File: src/rtl/mem_burst_seq.sv
// mem_burst_seq: multi-word load/store sequencer for the single-port data memory.
// Issues one word per cycle, gathers read words RD_LAT cycles later, and stalls the PC until done.
module mem_burst_seq #(
    parameter int DATA_W    = 32,
    parameter int ADDR_W    = 7,
    parameter int MAX_WORDS = 2,
    parameter int RD_LAT    = 0,
    parameter int LEN_W     = (MAX_WORDS > 1) ? $clog2(MAX_WORDS) : 1
) (
    input  logic                        clk,
    input  logic                        rst,
    input  logic                        req_valid,
    output logic                        req_ready,
    input  logic                        req_write,
    input  logic [ADDR_W-1:0]           req_addr,
    input  logic [LEN_W-1:0]            req_len_m1,
    input  logic [MAX_WORDS*DATA_W-1:0] req_wdata,
    output logic                        rsp_valid,
    output logic [MAX_WORDS*DATA_W-1:0] rsp_rdata,
    output logic                        stall,
    output logic                        CEN,
    output logic                        WEN,
    output logic                        OEN,
    output logic [ADDR_W-1:0]           A,
    output logic [DATA_W-1:0]           Data2Mem,
    input  logic [DATA_W-1:0]           ReadDataMem
);
    localparam int BUS_W = MAX_WORDS * DATA_W;
    localparam logic [LEN_W-1:0] LAST_MAX = LEN_W'(MAX_WORDS - 1);

    typedef enum logic [1:0] {IDLE, ISSUE, DRAIN, DONE} state_t;

    state_t             state, state_d;
    logic [LEN_W-1:0]   k, k_d, last_q, last_d;
    logic [1:0]         drain_cnt, drain_d;
    logic               wr_q;
    logic [ADDR_W-1:0]  addr_q;
    logic [BUS_W-1:0]   wdata_q;
    logic               accept, issue, iss_load;
    logic               sel_write;
    logic [ADDR_W-1:0]  sel_addr;
    logic [BUS_W-1:0]   sel_wdata;
    logic               cen_d, wen_d, oen_d;
    logic [ADDR_W-1:0]  a_d;
    logic [DATA_W-1:0]  d2m_d;
    logic               cap_v;
    logic [LEN_W-1:0]   cap_idx;

    function automatic logic [DATA_W-1:0] word_at(input logic [BUS_W-1:0] v,
                                                  input logic [LEN_W-1:0] idx);
        logic [DATA_W-1:0] r;
        r = '0;
        for (int unsigned w = 0; w < MAX_WORDS; w++)
            if (idx == LEN_W'(w)) r = v[(MAX_WORDS-w)*DATA_W-1 -: DATA_W];
        return r;
    endfunction

    assign accept    = (state == IDLE) && req_valid;
    assign req_ready = (state == IDLE);
    assign stall     = accept || (state == ISSUE) || (state == DRAIN);
    assign last_d    = (req_len_m1 > LAST_MAX) ? LAST_MAX : req_len_m1;
    assign iss_load  = (state == ISSUE) && !wr_q;

    // Word 0 goes out the cycle right after acceptance, so it is taken straight from the request.
    assign sel_write = (state == IDLE) ? req_write : wr_q;
    assign sel_addr  = (state == IDLE) ? req_addr  : addr_q;
    assign sel_wdata = (state == IDLE) ? req_wdata : wdata_q;

    always_comb begin
        state_d = state;
        k_d     = k;
        drain_d = drain_cnt;
        issue   = 1'b0;
        case (state)
            IDLE: begin
                if (req_valid) begin
                    state_d = ISSUE;
                    k_d     = '0;
                    issue   = 1'b1;
                end
            end
            ISSUE: begin
                if (k == last_q) begin
                    if (wr_q || RD_LAT == 0) begin
                        state_d = DONE;
                    end else begin
                        state_d = DRAIN;
                        drain_d = '0;
                    end
                end else begin
                    k_d   = k + 1'b1;
                    issue = 1'b1;
                end
            end
            DRAIN: begin
                if (drain_cnt == 2'(RD_LAT - 1)) state_d = DONE;
                else                             drain_d = drain_cnt + 1'b1;
            end
            default: state_d = IDLE;
        endcase

        cen_d = !issue;
        wen_d = !(issue && sel_write);
        oen_d = !(issue && !sel_write);
        a_d   = issue ? ADDR_W'(sel_addr + ADDR_W'(k_d)) : '0;
        d2m_d = (issue && sel_write) ? word_at(sel_wdata, k_d) : '0;
    end

    always_ff @(posedge clk) begin
        if (rst) begin
            state     <= IDLE;
            k         <= '0;
            drain_cnt <= '0;
            CEN       <= 1'b1;
            WEN       <= 1'b1;
            OEN       <= 1'b1;
            A         <= '0;
            Data2Mem  <= '0;
            rsp_valid <= 1'b0;
        end else begin
            state     <= state_d;
            k         <= k_d;
            drain_cnt <= drain_d;
            CEN       <= cen_d;
            WEN       <= wen_d;
            OEN       <= oen_d;
            A         <= a_d;
            Data2Mem  <= d2m_d;
            rsp_valid <= (state_d == DONE);
        end
    end

    always_ff @(posedge clk) begin
        if (accept) begin
            wr_q    <= req_write;
            addr_q  <= req_addr;
            last_q  <= last_d;
            wdata_q <= req_wdata;
        end
    end

    // Read capture follows the issue slots through its own pipeline, independent of DRAIN.
    if (RD_LAT == 0) begin : g_nolat
        assign cap_v   = iss_load;
        assign cap_idx = k;
    end else begin : g_lat
        logic [RD_LAT-1:0] pv;
        logic [LEN_W-1:0]  pidx [RD_LAT];
        always_ff @(posedge clk) begin
            if (rst) begin
                pv <= '0;
            end else begin
                pv[0] <= iss_load;
                for (int unsigned i = 1; i < RD_LAT; i++) pv[i] <= pv[i-1];
            end
            pidx[0] <= k;
            for (int unsigned i = 1; i < RD_LAT; i++) pidx[i] <= pidx[i-1];
        end
        assign cap_v   = pv[RD_LAT-1];
        assign cap_idx = pidx[RD_LAT-1];
    end

    always_ff @(posedge clk) begin
        if (rst || accept) begin
            rsp_rdata <= '0;
        end else if (cap_v) begin
            for (int unsigned w = 0; w < MAX_WORDS; w++)
                if (cap_idx == LEN_W'(w))
                    rsp_rdata[(MAX_WORDS-w)*DATA_W-1 -: DATA_W] <= ReadDataMem;
        end
    end
endmodule

File: config.mk
export PLATFORM = sky130hd
export DESIGN_NAME = mem_burst_seq
export DESIGN_NICKNAME = d
export VERILOG_FILES = /design/src/rtl/mem_burst_seq.sv
export SDC_FILE = /design/constraint.sdc
export NUM_CORES = 1
export LEC_CHECK = 0
export CAP_MARGIN = 20
export CELL_PAD_IN_SITES_DETAIL_PLACEMENT = 1
export CELL_PAD_IN_SITES_GLOBAL_PLACEMENT = 1
export CORE_MARGIN = 4
export CORE_UTILIZATION = 36
export DETAILED_ROUTE_END_ITERATION = 10
export PLACE_DENSITY_LB_ADDON = 0.1
export SYNTH_ARGS = -nofsm -noshare
export SYNTH_HDL_FRONTEND = slang
export SYNTH_SLANG_ARGS = --single-unit
export TNS_END_PERCENT = 50
File: constraint.sdc
create_clock -name clk -period 3.74 [get_ports clk]
set_input_delay 0.748 -clock clk [delete_from_list [all_inputs] [get_ports clk]]
set_output_delay 0.748 -clock clk [all_outputs]
set_load 0.03 [all_outputs]
==> results summary <==
Entering global routing, the biggest net connects 74 pins. The iteration-0 DRC count of the detailed router came out at 288. The share of the Yosys chip area taken by registers is 64.8%. The clock tree synthesis step divided the H-tree into 4 levels.

After Yosys synthesis, XOR and XNOR cells account for less than 1% of the synthesized area. The die height came out at 146 um. The count of unique library cells instantiated by Yosys is 44. The max-slew violation total from the final report came out at 0.

The total via count after detailed routing is between 5,000 and 6,000. The worst setup path is of the input port to output pin kind. The nature of the critical path startpoint is an input port. Of the total synthesized cell area, the portion taken by AND, OR, NAND and NOR gates is 12.3%. Global routing used 18.9% of the available tracks.

The number of synthesized flops with an enable pin is between 70 and 80. Based on the critical path, the design can be clocked at up to 335 MHz. The maximum buffer depth of the clock tree is 2.

A synthesized cell averages 11.5 um^2. Setup total negative slack on the finished layout was measured at 0 ps. The I/O pin count came out at around 220.

The die width is 146 um. For this run, global-route usage on met1 was measured as 23.2%. Cells fill 52.4% of the core in the end. Of the total synthesized cell area, the portion taken by full adders, half adders and majority gates is less than 1%. The wire-length estimate of the detail-placed layout is ~14,000 um. The endpoint identified for the worst register-to-register timing path is Data2Mem[6]. Summing internal, switching and leakage power gives 0.00464 W. The count of nets left with antenna violations after detail routing came out at 0.

The number of buffers inserted during clock tree synthesis is 17. The data arrival time of the critical path is 2240 ps. By area, the combinational part of the netlist is dominated by simple AND/OR/NAND/NOR gates. The initial antenna violation count is 1. The routed design has 19,900 um of wire. The clock skew after layout is between 15 and 20 ps. The post-synthesis compound-gate area fraction is a little under an eighth. The net total in the final layout is 913. The flip-flop and latch count after synthesis is 185.

The total congestion overflow came out at 0. The number of maximum-capacitance violations came out at 0. The setup fix buffers added after clock tree synthesis came out at 0.

The count of clock tree sinks came out at around 190. The transition time at the pin with the least slew margin is 970 ps. The standby leakage power came out at 3.36 nW. Among all flip-flop cells after synthesis, the most frequent one is sky130_fd_sc_hd__dfxtp_1.

Across all register-to-register paths, the minimum setup slack is around 1300 ps. The netlist area before placement came out at 0.00685 mm^2. The number of hold violations in the final report came out at 0. The initial core utilization came out at between 30% and 40%. The gate count of the mapped netlist is 597. The number of warnings issued by yosys is 0.

The core region is 0.0187 mm^2. The power density normalized to cell area is between 400 and 500 mW/mm^2. The maximum net fanout on the critical path is 4.

The depth of the worst register-to-register path is 6. The remaining routing DRC violations is 0. The worst hold path endpoint is rsp_rdata[8]. The clock insertion delay at the later pin of the skew report is 430 ps.

The post-detailed-route wirelength per cell is 19.0 um. The number of filler cells placed in the layout came out at ~1,900. The quantity of hold-fixing buffers added after cts came out at 0. The met2 routing resource usage after global routing came out at 31.6%.

TritonCTS built the clock tree. Measured against the total synthesized area, the mux share comes to 6.85%. Of all flip-flops after synthesis, the portion carrying an async set or reset was 0%. The number of global-route vias before repair is 5,847. Setup repair after global routing left no endpoint under its margin.

The most utilized layer in the global route result is met2. The worst hold path belongs to the class register to register. The peak supply drop is 0.298 mV. The count of port buffers added during placement came out at 216. The worst hold path depth is 2.

The routed design could run at a clock period as short as 2990 ps. The detail-routed via count per cell came out at 5.12. The master cell of the clock root buffer is sky130_fd_sc_hd__clkbuf_16. The share of layout cells above drive strength 1 is 10.3%.

The post-cts repair resize count came out at 0. The first-pass iteration count of the detailed router is 4. From synthesis to final layout, the design area changed by 43.2%. The clock slew seen by the registers of the worst setup and hold paths came out at 70 ps. The floorplan has 50 rows. The worst register-to-register path begins at state[0]. The placed instance count came out at 1,018. The tightest slew margin relative to the limit is between 30% and 40%.

The launch point of the worst hold path is rsp_rdata[8]. The final clock period utilization by the worst path is 79.8%. The wire length of the first global-routing pass is 32,200 um.

The met3 usage came out at 6.70%. The critical path data required time came out at 2990 ps. The post-route non-filler standard cell count came out at 1,050. Setup violations remaining at the end of the flow were counted as 0. STA classifies the critical path endpoint as an output pin. The last weighted congestion value of the routability-driven placer is 0.762.

The die outline area came out at 0.0213 mm^2. The diode insertion count for antenna repair is 0. The flow ran to the end, and the final reports show no timing, DRC or antenna violations. The post-synth net total is 707.
==> report_power, final <==
group	leakage, nW	switching (W)	internal, W
sequential	1.60	0.0000437	0.00221
combinational	1.49	0.000366	0.000304
clock	0.271	0.000834	0.000881
total	3.36	0.00124	0.00340
==> kinds of logic after synthesis <==
kind of cell | Yosys count
flip-flops | 185
buffers and inverters | 46
multiplexers | 39
AO/OA/AOI/OAI | 122
adder cells (fa/ha/maj) | 2
XOR/XNOR | 4
AND/OR/NAND/NOR | 199
==> state kept, by name, indices dropped and copies added (netlist names) <==
name / cells
drain_cnt: 2
addr_q: 7
OEN: 1
rsp_valid: 1
rsp_rdata: 64
wr_q: 1
cap_idx: 1
state: 2
WEN: 1
last_q: 1
A: 7
CEN: 1
Data2Mem: 32
wdata_q: 64
==> worst max path at each step <==
stage / from / to / slack (ps) / cells past startpoint
after floorplan: req_valid / rsp_rdata[10] / 450 / 5
after global placement: req_valid / stall / 740 / 4
after detailed placement: req_valid / stall / 740 / 4
after CTS: req_valid / stall / 740 / 4
after global routing: req_valid / stall / 640 / 4
final: req_valid / stall / 750 / 4
==> synthesized netlist by cell type (3+ instances only) <==
master	number	area share, %
sky130_fd_sc_hd__mux2_4	10	2.2
sky130_fd_sc_hd__nor3_1	7	0.51
sky130_fd_sc_hd__a222oi_1	31	4.5
sky130_fd_sc_hd__o21ai_0	3	0.22
sky130_fd_sc_hd__nor2_1	40	2.2
sky130_fd_sc_hd__xnor2_1	4	0.51
sky130_fd_sc_hd__clkbuf_1	22	1.2
sky130_fd_sc_hd__o21a_1	4	0.44
sky130_fd_sc_hd__nand2_1	131	7.2
sky130_fd_sc_hd__nor3b_1	3	0.33
sky130_fd_sc_hd__a21oi_1	71	5.2
sky130_fd_sc_hd__and2_1	3	0.27
sky130_fd_sc_hd__edfxtp_1	73	32
sky130_fd_sc_hd__mux2i_1	6	0.88
sky130_fd_sc_hd__mux2_2	21	3.5
sky130_fd_sc_hd__buf_6	4	0.66
sky130_fd_sc_hd__dfxtp_1	112	33
sky130_fd_sc_hd__buf_2	16	1.2
==> per-layer routing <==
| layer | part of all wire (%) | vias to the layer above |
|---|---|---|
| li1 | - | 2552 |
| met1 | 42 | 2611 |
| met2 | 48 | 192 |
| met3 | 7.6 | 21 |
| met4 | 1.6 | 2 |
| met5 | 0.065 | - |
==> metrics by stage <==
step / setup WS (ps) / hold WS (ps) / cell area (um^2)
after floorplan: 447 / 457 / 6850
after global placement: 742 / 442 / 9250
after detailed placement: 742 / 451 / 9250
after CTS: 739 / 462 / 9810
after global routing: 644 / 482 / 9810
final: 754 / 460 / 9810
==> layout make-up <==
cell class / count / area (um^2) / area share [%]
repair buffers: 231 / 2300 / 23.4
well taps: 234 / 293 / 2.99
flip-flops and latches: 185 / 4430 / 45.2
clock inverters: 14 / 124 / 1.26
clock buffers: 18 / 429 / 4.38
inverters: 2 / 7.51 / 0.0766
multi-input cells: 366 / 2220 / 22.6
==> cells in the final DEF, fill, tap and decap left out, drive strengths merged <==
cell           instances
ha                     2
or3b                   1
edfxtp                73
o21a                   4
nor4                   1
nor3b                  4
nor2                  40
a222oi                31
clkinvlp               1
mux2                  33
nand4bb                1
a21oi                 71
nor2b                  2
o21ai                  3
or3                    1
buf                   15
and2                   3
a22o                   1
dfxtp                112
mux2i                  6
inv                   13
nand2b                 3
and3b                  1
o211a                  2
o21bai                 1
a31oi                  2
xnor2                  4
a21o                   1
or2                    1
nand2                131
o211ai                 1
o31a                   1
clkinv                 2
nand3b                 2
clkdlybuf4s50        216
clkbuf                18
a211oi                 1
o221ai                 1
o22ai                  2
nor3                   8
==> worst max-delay path, cell delays in order <==
cell	delay, ps
sky130_fd_sc_hd__clkdlybuf4s50_1	590
sky130_fd_sc_hd__nor3_1	90
sky130_fd_sc_hd__a21oi_1	120
sky130_fd_sc_hd__clkdlybuf4s50_1	680
No activity file was read; power rests on OpenSTA's default activity.
